[src/rtl/serial_subtractor_if.sv]
// Start/done handshake bundle for serial_subtractor: operands in, registered result and status out.
interface serial_subtractor_if #(
    parameter int unsigned WIDTH = 4
);
    logic             start;
    logic [WIDTH-1:0] in1;
    logic [WIDTH-1:0] in2;
    logic [WIDTH-1:0] out1;
    logic             borrow;
    logic             busy;
    logic             done;

    modport master (output start, in1, in2, input out1, borrow, busy, done);
    modport slave  (input start, in1, in2, output out1, borrow, busy, done);
endinterface

[src/rtl/serial_subtractor.sv]
// Bit-serial in1 - in2, one bit per clock through a single borrow flop, start/done handshake.
// Optional macro SERIAL_SUBTRACTOR_SATURATE_EN clamps a borrowing result to zero.
module serial_subtractor #(
    parameter int unsigned WIDTH = 4
) (
    input  logic                clk,
    input  logic                rst,
    serial_subtractor_if.slave  bus
);
    localparam int unsigned CW = $clog2(WIDTH);

    typedef enum logic [1:0] {
        S_IDLE  = 2'd0,
        S_SHIFT = 2'd1,
        S_DONE  = 2'd2
    } state_t;

    state_t           r_state;
    state_t           w_state_next;
    logic [WIDTH-1:0] r_a;
    logic [WIDTH-1:0] r_b;
    logic [WIDTH-1:0] r_res;
    logic             r_bw;
    logic [CW-1:0]    r_cnt;
    logic [WIDTH-1:0] r_out1;
    logic             r_borrow;
    logic             r_busy;
    logic             r_done;

    logic             w_last;
    logic             w_d;
    logic             w_bw_next;
    logic [WIDTH-1:0] w_res_next;

    assign w_last     = (r_cnt == CW'(WIDTH - 1));
    assign w_d        = r_a[0] ^ r_b[0] ^ r_bw;
    assign w_bw_next  = (~r_a[0] & r_b[0]) | (~(r_a[0] ^ r_b[0]) & r_bw);
    assign w_res_next = {w_d, r_res[WIDTH-1:1]};

    always_ff @(posedge clk) begin
        if (rst) begin
            r_state <= S_IDLE;
        end else begin
            r_state <= w_state_next;
        end
    end

    always_comb begin
        w_state_next = r_state;
        case (r_state)
            S_IDLE:  if (bus.start) w_state_next = S_SHIFT;
            S_SHIFT: if (w_last)    w_state_next = S_DONE;
            S_DONE:                 w_state_next = S_IDLE;
            default:                w_state_next = S_IDLE;
        endcase
    end

    // Datapath; the last shift also lands the result so it is visible throughout DONE.
    always_ff @(posedge clk) begin
        if (rst) begin
            r_a      <= '0;
            r_b      <= '0;
            r_res    <= '0;
            r_bw     <= 1'b0;
            r_cnt    <= '0;
            r_out1   <= '0;
            r_borrow <= 1'b0;
        end else begin
            case (r_state)
                S_IDLE: begin
                    if (bus.start) begin
                        r_a   <= bus.in1;
                        r_b   <= bus.in2;
                        r_res <= '0;
                        r_bw  <= 1'b0;
                        r_cnt <= '0;
                    end
                end
                S_SHIFT: begin
                    r_a   <= r_a >> 1;
                    r_b   <= r_b >> 1;
                    r_res <= w_res_next;
                    r_bw  <= w_bw_next;
                    r_cnt <= r_cnt + CW'(1);
                    if (w_last) begin
`ifdef SERIAL_SUBTRACTOR_SATURATE_EN
                        r_out1 <= w_bw_next ? '0 : w_res_next;
`else
                        r_out1 <= w_res_next;
`endif
                        r_borrow <= w_bw_next;
                    end
                end
                default: ;
            endcase
        end
    end

    // Status flags registered from the next state so they align with the state itself.
    always_ff @(posedge clk) begin
        if (rst) begin
            r_busy <= 1'b0;
            r_done <= 1'b0;
        end else begin
            r_busy <= (w_state_next != S_IDLE);
            r_done <= (w_state_next == S_DONE);
        end
    end

    assign bus.out1   = r_out1;
    assign bus.borrow = r_borrow;
    assign bus.busy   = r_busy;
    assign bus.done   = r_done;
endmodule

[src/flat_wrapper.sv]
// flat-port wrapper written by rule: the top's interface ports become plain ports
module serial_subtractor_flat 
#(
    parameter int unsigned WIDTH = 4
)
  (clk, rst, bus_start, bus_in1, bus_in2, bus_out1, bus_borrow, bus_busy, bus_done);
  serial_subtractor_if #(.WIDTH(WIDTH)) bus_i ();
  input  logic clk;
  input  logic rst;
  input wire logic [$bits(bus_i.start)-1:0] bus_start;
  input wire logic [$bits(bus_i.in1)-1:0] bus_in1;
  input wire logic [$bits(bus_i.in2)-1:0] bus_in2;
  output wire logic [$bits(bus_i.out1)-1:0] bus_out1;
  output wire logic [$bits(bus_i.borrow)-1:0] bus_borrow;
  output wire logic [$bits(bus_i.busy)-1:0] bus_busy;
  output wire logic [$bits(bus_i.done)-1:0] bus_done;
  assign bus_i.start = bus_start;
  assign bus_i.in1 = bus_in1;
  assign bus_i.in2 = bus_in2;
  assign bus_out1 = bus_i.out1;
  assign bus_borrow = bus_i.borrow;
  assign bus_busy = bus_i.busy;
  assign bus_done = bus_i.done;
  serial_subtractor #(.WIDTH(WIDTH)) u_core (.clk(clk), .rst(rst), .bus(bus_i));
endmodule
[config.mk]
export PLATFORM = sky130hd
export DESIGN_NAME = serial_subtractor_flat
export DESIGN_NICKNAME = d
export VERILOG_FILES = /design/src/rtl/serial_subtractor_if.sv /design/src/rtl/serial_subtractor.sv /design/src/flat_wrapper.sv
export SDC_FILE = /design/constraint.sdc
export NUM_CORES = 1
export LEC_CHECK = 0
export BUFFER_PORTS_ARGS = -buffer_cell sky130_fd_sc_hd__clkbuf_2
export CELL_PAD_IN_SITES_DETAIL_PLACEMENT = 0
export CELL_PAD_IN_SITES_GLOBAL_PLACEMENT = 2
export CORE_ASPECT_RATIO = 0.8
export CORE_MARGIN = 2
export CORE_UTILIZATION = 34
export DETAILED_ROUTE_END_ITERATION = 8
export PLACE_DENSITY_LB_ADDON = 0.1
export SLEW_MARGIN = 20
export SYNTH_ARGS = -nofsm -noshare
export SYNTH_HDL_FRONTEND = slang
export SYNTH_SLANG_ARGS = --single-unit
[constraint.sdc]
create_clock -name clk -period 2.53 [get_ports clk]
set_clock_uncertainty 0.05 [all_clocks]
set_input_delay 0.253 -clock clk [delete_from_list [all_inputs] [get_ports clk]]
set_output_delay 0.253 -clock clk [all_outputs]
set_load 0.05 [all_outputs]
# Yosys cells after proc, flatten, opt, wreduce, memory -nomap -nowiden
# Cells that the tools add are included.
[word_totals]
out_inout_bits = 7
in_bits = 11
regBits = 24
wordCells = 40
[op_classes]
bitwise = 7
n_reduce_logical = 5
n_mux = 13
n_addsub = 1
n_eq_ne = 4
[op_table]
columns = ["operator", "count"]
rows = [
  ["one-hot mux 4 bit (2 select lines)", 3],
  ["2-to-1 mux 4 bit", 3],
  ["one-hot mux 2 bit (2 select lines)", 2],
  ["2-to-1 mux 2 bit", 3],
  ["== test 2 bit, second input constant", 2],
  ["AND reduction 2 bit", 2],
  ["nonzero test 2 bit", 2],
  ["adder 2 x 1 -> 2 bit, second input constant", 1],
  ["bitwise AND 1 bit", 2],
  ["== test 2 x 1 -> 1 bit, second input constant", 1],
  ["zero test 2 bit", 1],
  ["inequality test 2 bit, second input constant", 1],
  ["NOT 1 bit", 2],
  ["one-hot mux 1 bit (2 select lines)", 1],
  ["XOR 1 bit", 2],
  ["2-to-1 mux 1 bit", 1],
  ["OR 1 bit", 1],
]

# Logic depth before layout (Yosys ltp)
[depth]
word_depth = 5
mapped_depth = 5
mapped_depth_nobuf = 4

# Worst setup path after synthesis
# No wires, ideal clock.
[synth_timing]
path_type = "reg-to-reg"
startpoint = "register u_core.r_b[0]"
endpoint = "register u_core.r_res[3]"
synth_period_minus_slack_ns = 1.223
t_arrival_ns = 1.045
n_path_buf = 0
setup_ns = 0.128
slack_ns = 1.307
required_ns = 2.352
path_stages_with_launch = 5
cell_sequence = "dfxtp_1 -> inv_1 -> fa_1 -> a22oi_1 -> nor2_1"
[synth_via]
elab_chain_cells = 3
[synth_rtl]
columns = ["element", "line_no", "text"]
rows = [
  ["start, declared", "serial_subtractor.sv:21", "logic [WIDTH-1:0] r_b;"],
  ["start signal, assigned", "serial_subtractor.sv:73", "r_b <= bus.in2;"],
  ["start signal, assigned", "serial_subtractor.sv:81", "r_b <= r_b >> 1;"],
  ["XOR 1 bit (2 in series)", "serial_subtractor.sv:36", "assign w_d = r_a[0] ^ r_b[0] ^ r_bw;"],
  ["named net u_core.w_d", "serial_subtractor.sv:31", "logic w_d;"],
  ["one-hot mux 4 bit (2 select lines)", "serial_subtractor.sv:69", "case (r_state)"],
  ["end signal, assigned", "serial_subtractor.sv:82", "r_res <= w_res_next;"],
  ["end, declared", "serial_subtractor.sv:22", "logic [WIDTH-1:0] r_res;"],
]
# The timed path passes the listed nets, and every way through them passes these cells.
# A chain may end at the register's enable or synchronous reset.

# Worst setup path after layout
[layout_timing]
startpoint = "register u_core.r_b[0]"
endpoint = "register u_core.r_out1[3] (netlist: u_core.bus.out1[3])"
[layout_via]
elab_chain_cells = 2
[layout_rtl]
columns = ["element", "line_no", "text"]
rows = [
  ["XOR 1 bit (2 in series)", "serial_subtractor.sv:36", ""],
  ["named net u_core.w_d", "serial_subtractor.sv:31", ""],
  ["end signal, assigned", "serial_subtractor.sv:89", "r_out1 <= w_res_next;"],
  ["end, declared", "serial_subtractor.sv:25", "logic [WIDTH-1:0] r_out1;"],
]
# The timed path passes the listed nets, and every way through them passes these cells.

==> flow_metrics.tcl <==
set metrics [dict create \
    crit_path_max_fanout 2 \
    setup_viol 0 \
    grt_start_max_net_pins 24 \
    cts-buffers-inserted 3 \
    coreArea_sq_um 2460 \
    insertion_delay_ps 310 \
    total_drc_errors_in_the_routed_layout 0 \
    drv.max_cap_violation_count 0 \
    critPathLaunchType "flip-flop" \
    async_flop_share_pct 0 \
    final_design_area_no_fill_sq_um 1010 \
    synth_enable_flop_cells 0 \
    achievable-frequency_mhz 770 \
    setup_crit_path_kind "reg2reg" \
    cts_buffer_depth 2 \
    finalWirelength_microns 1630 \
    netlist_area_sq_um 891 \
    count_of_standard_cell_rows 16 \
    synthCells 91 \
    postCtsSetupBuffers 0 \
    postPlaceCellArea_sq_um 986 \
    p_total_w 0.000624 \
    synth_seq_area_share_pct 51.7 \
    cts-root-buf "sky130_fd_sc_hd__clkbuf_4" \
    synth_fp_nets 104 \
    cts-resized-gates 0 \
    power_leakage_nw 0.417 \
    postSynth.topFlopCell "sky130_fd_sc_hd__dfxtp_1" \
    initial_core_util_pct 36.2 \
    worst-slew-pin-transition_ps 478 \
    postRouteAntennaNets 0 \
    syn-mean-instance-area_sq_um 9.79 \
    n_antenna_cell 0 \
    dieHeight_microns 49.8 \
    final_hold_viol_count 0 \
    flow.area_growth_from_synthesis_pct 13.6 \
    num_vias 660 \
    routabilityCongestion 0.677 \
    post_drt_wl_per_cell_microns 11.5 \
    netlist-cell-type-count 22 \
    grt_pass1_vias 623 \
    chipWidth_microns 61.2 \
    cts.sinks 23 \
    grt.overflow.total 0 \
    cp.required_ps 2720 \
    ys_top_cells_by_area "sky130_fd_sc_hd__dfxtp_1 (52%), sky130_fd_sc_hd__mux2i_1 (7.9%), sky130_fd_sc_hd__nor2_1 (7.2%)" \
    drive_gt1_share_pct 19.8 \
    synth_most_common_cell "sky130_fd_sc_hd__dfxtp_1" \
    cts-hold-fix-buffers 0 \
    post-route-period-util_pct 51.3 \
    drt_iter0_drc 13 \
    layout.nets 120 \
    synth_top_area_share_pct 51.7 \
    yosysWarningCount 0 \
    clk_transition_reported_paths_ps 120 \
    fin_crit_ps 1300 \
    arrival_ps 1490 \
    dpl.hpwl_microns 1140 \
    yosys.area.top_type "sky130_fd_sc_hd__dfxtp_1" \
    timing.setup.tns_ps 0 \
    synth.ff_latch_count 23 \
    slew_violations 0 \
    cts_tree "done" \
    buffer_ports.inserted 17 \
    grt_util_all_layers_pct 12.3 \
    status "finished clean" \
    antenna_found_initial 0 \
    pin_count 18 \
    die_area_sq_um 3050 \
    pwr_cell_area_nw_per_um2 617 \
    hold_class "in2reg" \
    synth.cells.most_frequent "sky130_fd_sc_hd__dfxtp_1 (23), sky130_fd_sc_hd__nor2_1 (17), sky130_fd_sc_hd__a211oi_1 (7), sky130_fd_sc_hd__mux2i_1 (7), sky130_fd_sc_hd__a22oi_1 (6)" \
    ir_worst_vdd_mv 0.290 \
    hold_slack_final_ps 130 \
    cts-htree-levels 1 \
    max-slew-margin-rel_pct 68.2 \
    setup_repair_after_global_routing_missed_its_margin "no" \
    grt_first_pass_wirelength_microns 2860 \
    avgViaCountPerCell 4.65 \
    drt_pre_antenna_iters 3 \
    endpoint_kind "flip-flop" \
]
## layout make-up
class | count | area (sq um)
fillers | 262 | 1450
flip-flops and latches | 23 | 460
multi-input cells | 60 | 388
repair buffers | 17 | 85.1
well taps | 36 | 45.0
clock buffers | 4 | 26.3
inverters | 2 | 7.51
## metal layers
layer / wire (microns) / GRT usage (%) / vias up
met1: 870 / 18.1 / 296
met4: 0 / 2.17 / 0
li1: - / - / 352
met5: 0 / 0 / -
met3: 80 / 4.72 / 0
met2: 680 / 17.2 / 12
## flip-flops by register name, summed over array words and instances, names as in the netlist
signal / count
u_core.r_bw: 1
u_core.r_state: 2
u_core.bus.busy: 1
u_core.r_cnt: 2
u_core.r_b: 4
u_core.r_res: 3
u_core.r_a: 4
u_core.bus.borrow: 1
u_core.bus.done: 1
u_core.bus.out1: 4
## cell families after synthesis
| logic type | Yosys count | synth area share, % |
|---|---|---|
| AND/OR/NAND/NOR | 30 | 15.0 |
| flip-flops | 23 | 51.7 |
| AO/OA/AOI/OAI | 21 | 17.0 |
| buffers and inverters | 8 | 4.78 |
| multiplexers | 7 | 7.87 |
| adder cells (fa/ha/maj) | 2 | 3.65 |
## worst max-delay path: stages, from the launching register on
cell                      delay [ps]
sky130_fd_sc_hd__dfxtp_1         350
sky130_fd_sc_hd__inv_1            60
sky130_fd_sc_hd__fa_1            560
sky130_fd_sc_hd__nand3_1          80
sky130_fd_sc_hd__a21oi_1         130
## where the power goes
group	internal (W)	leakage, nW	switching, W
logic	0.0000286	0.214	0.0000399
registers	0.000378	0.188	0.0000103
clock network	0.0000615	0.0150	0.000106
total	0.000468	0.417	0.000156
## layout by cell type, fill, tap and decap left out
master,count
sky130_fd_sc_hd__a211oi_1,7
sky130_fd_sc_hd__a21oi_1,5
sky130_fd_sc_hd__a22oi_1,6
sky130_fd_sc_hd__a2bb2oi_1,1
sky130_fd_sc_hd__a311oi_1,1
sky130_fd_sc_hd__and2b_1,1
sky130_fd_sc_hd__clkbuf_1,1
sky130_fd_sc_hd__clkbuf_2,17
sky130_fd_sc_hd__clkbuf_4,3
sky130_fd_sc_hd__dfxtp_1,23
sky130_fd_sc_hd__fa_1,1
sky130_fd_sc_hd__ha_1,1
sky130_fd_sc_hd__inv_1,2
sky130_fd_sc_hd__mux2i_1,7
sky130_fd_sc_hd__nand2_1,4
sky130_fd_sc_hd__nand2b_1,2
sky130_fd_sc_hd__nand3_1,4
sky130_fd_sc_hd__nand3b_1,1
sky130_fd_sc_hd__nor2_1,17
sky130_fd_sc_hd__nor3b_1,1
sky130_fd_sc_hd__o21bai_2,1
## through the flow
stage / worst slack (ps) / std cells / utilization, %
2_1_floorplan: 1310 / 91 / -
3_5_place_dp: 1240 / 138 / 40.0
4_1_cts: 1220 / 142 / 41.1
3_3_place_gp: 1230 / 138 / 40.0
5_1_grt: 1060 / 142 / 41.1
6_report: 1230 / 142 / 41.1
## final timing paths
| check | to | slack, ps | depth (start not counted) | start |
|---|---|---|---|---|
| setup / recovery | u_core.bus.out1[3] | 1230 | 4 | u_core.r_b[0] |
| hold / removal | u_core.r_a[3] | 130 | 3 | bus_in1[3] |
| setup reg to reg | u_core.bus.out1[3] | 1230 | 4 | u_core.r_b[0] |
| hold reg to reg | u_core.bus.out1[0] | 420 | 2 | u_core.bus.out1[0] |
Power figures use the tool's default switching activity.
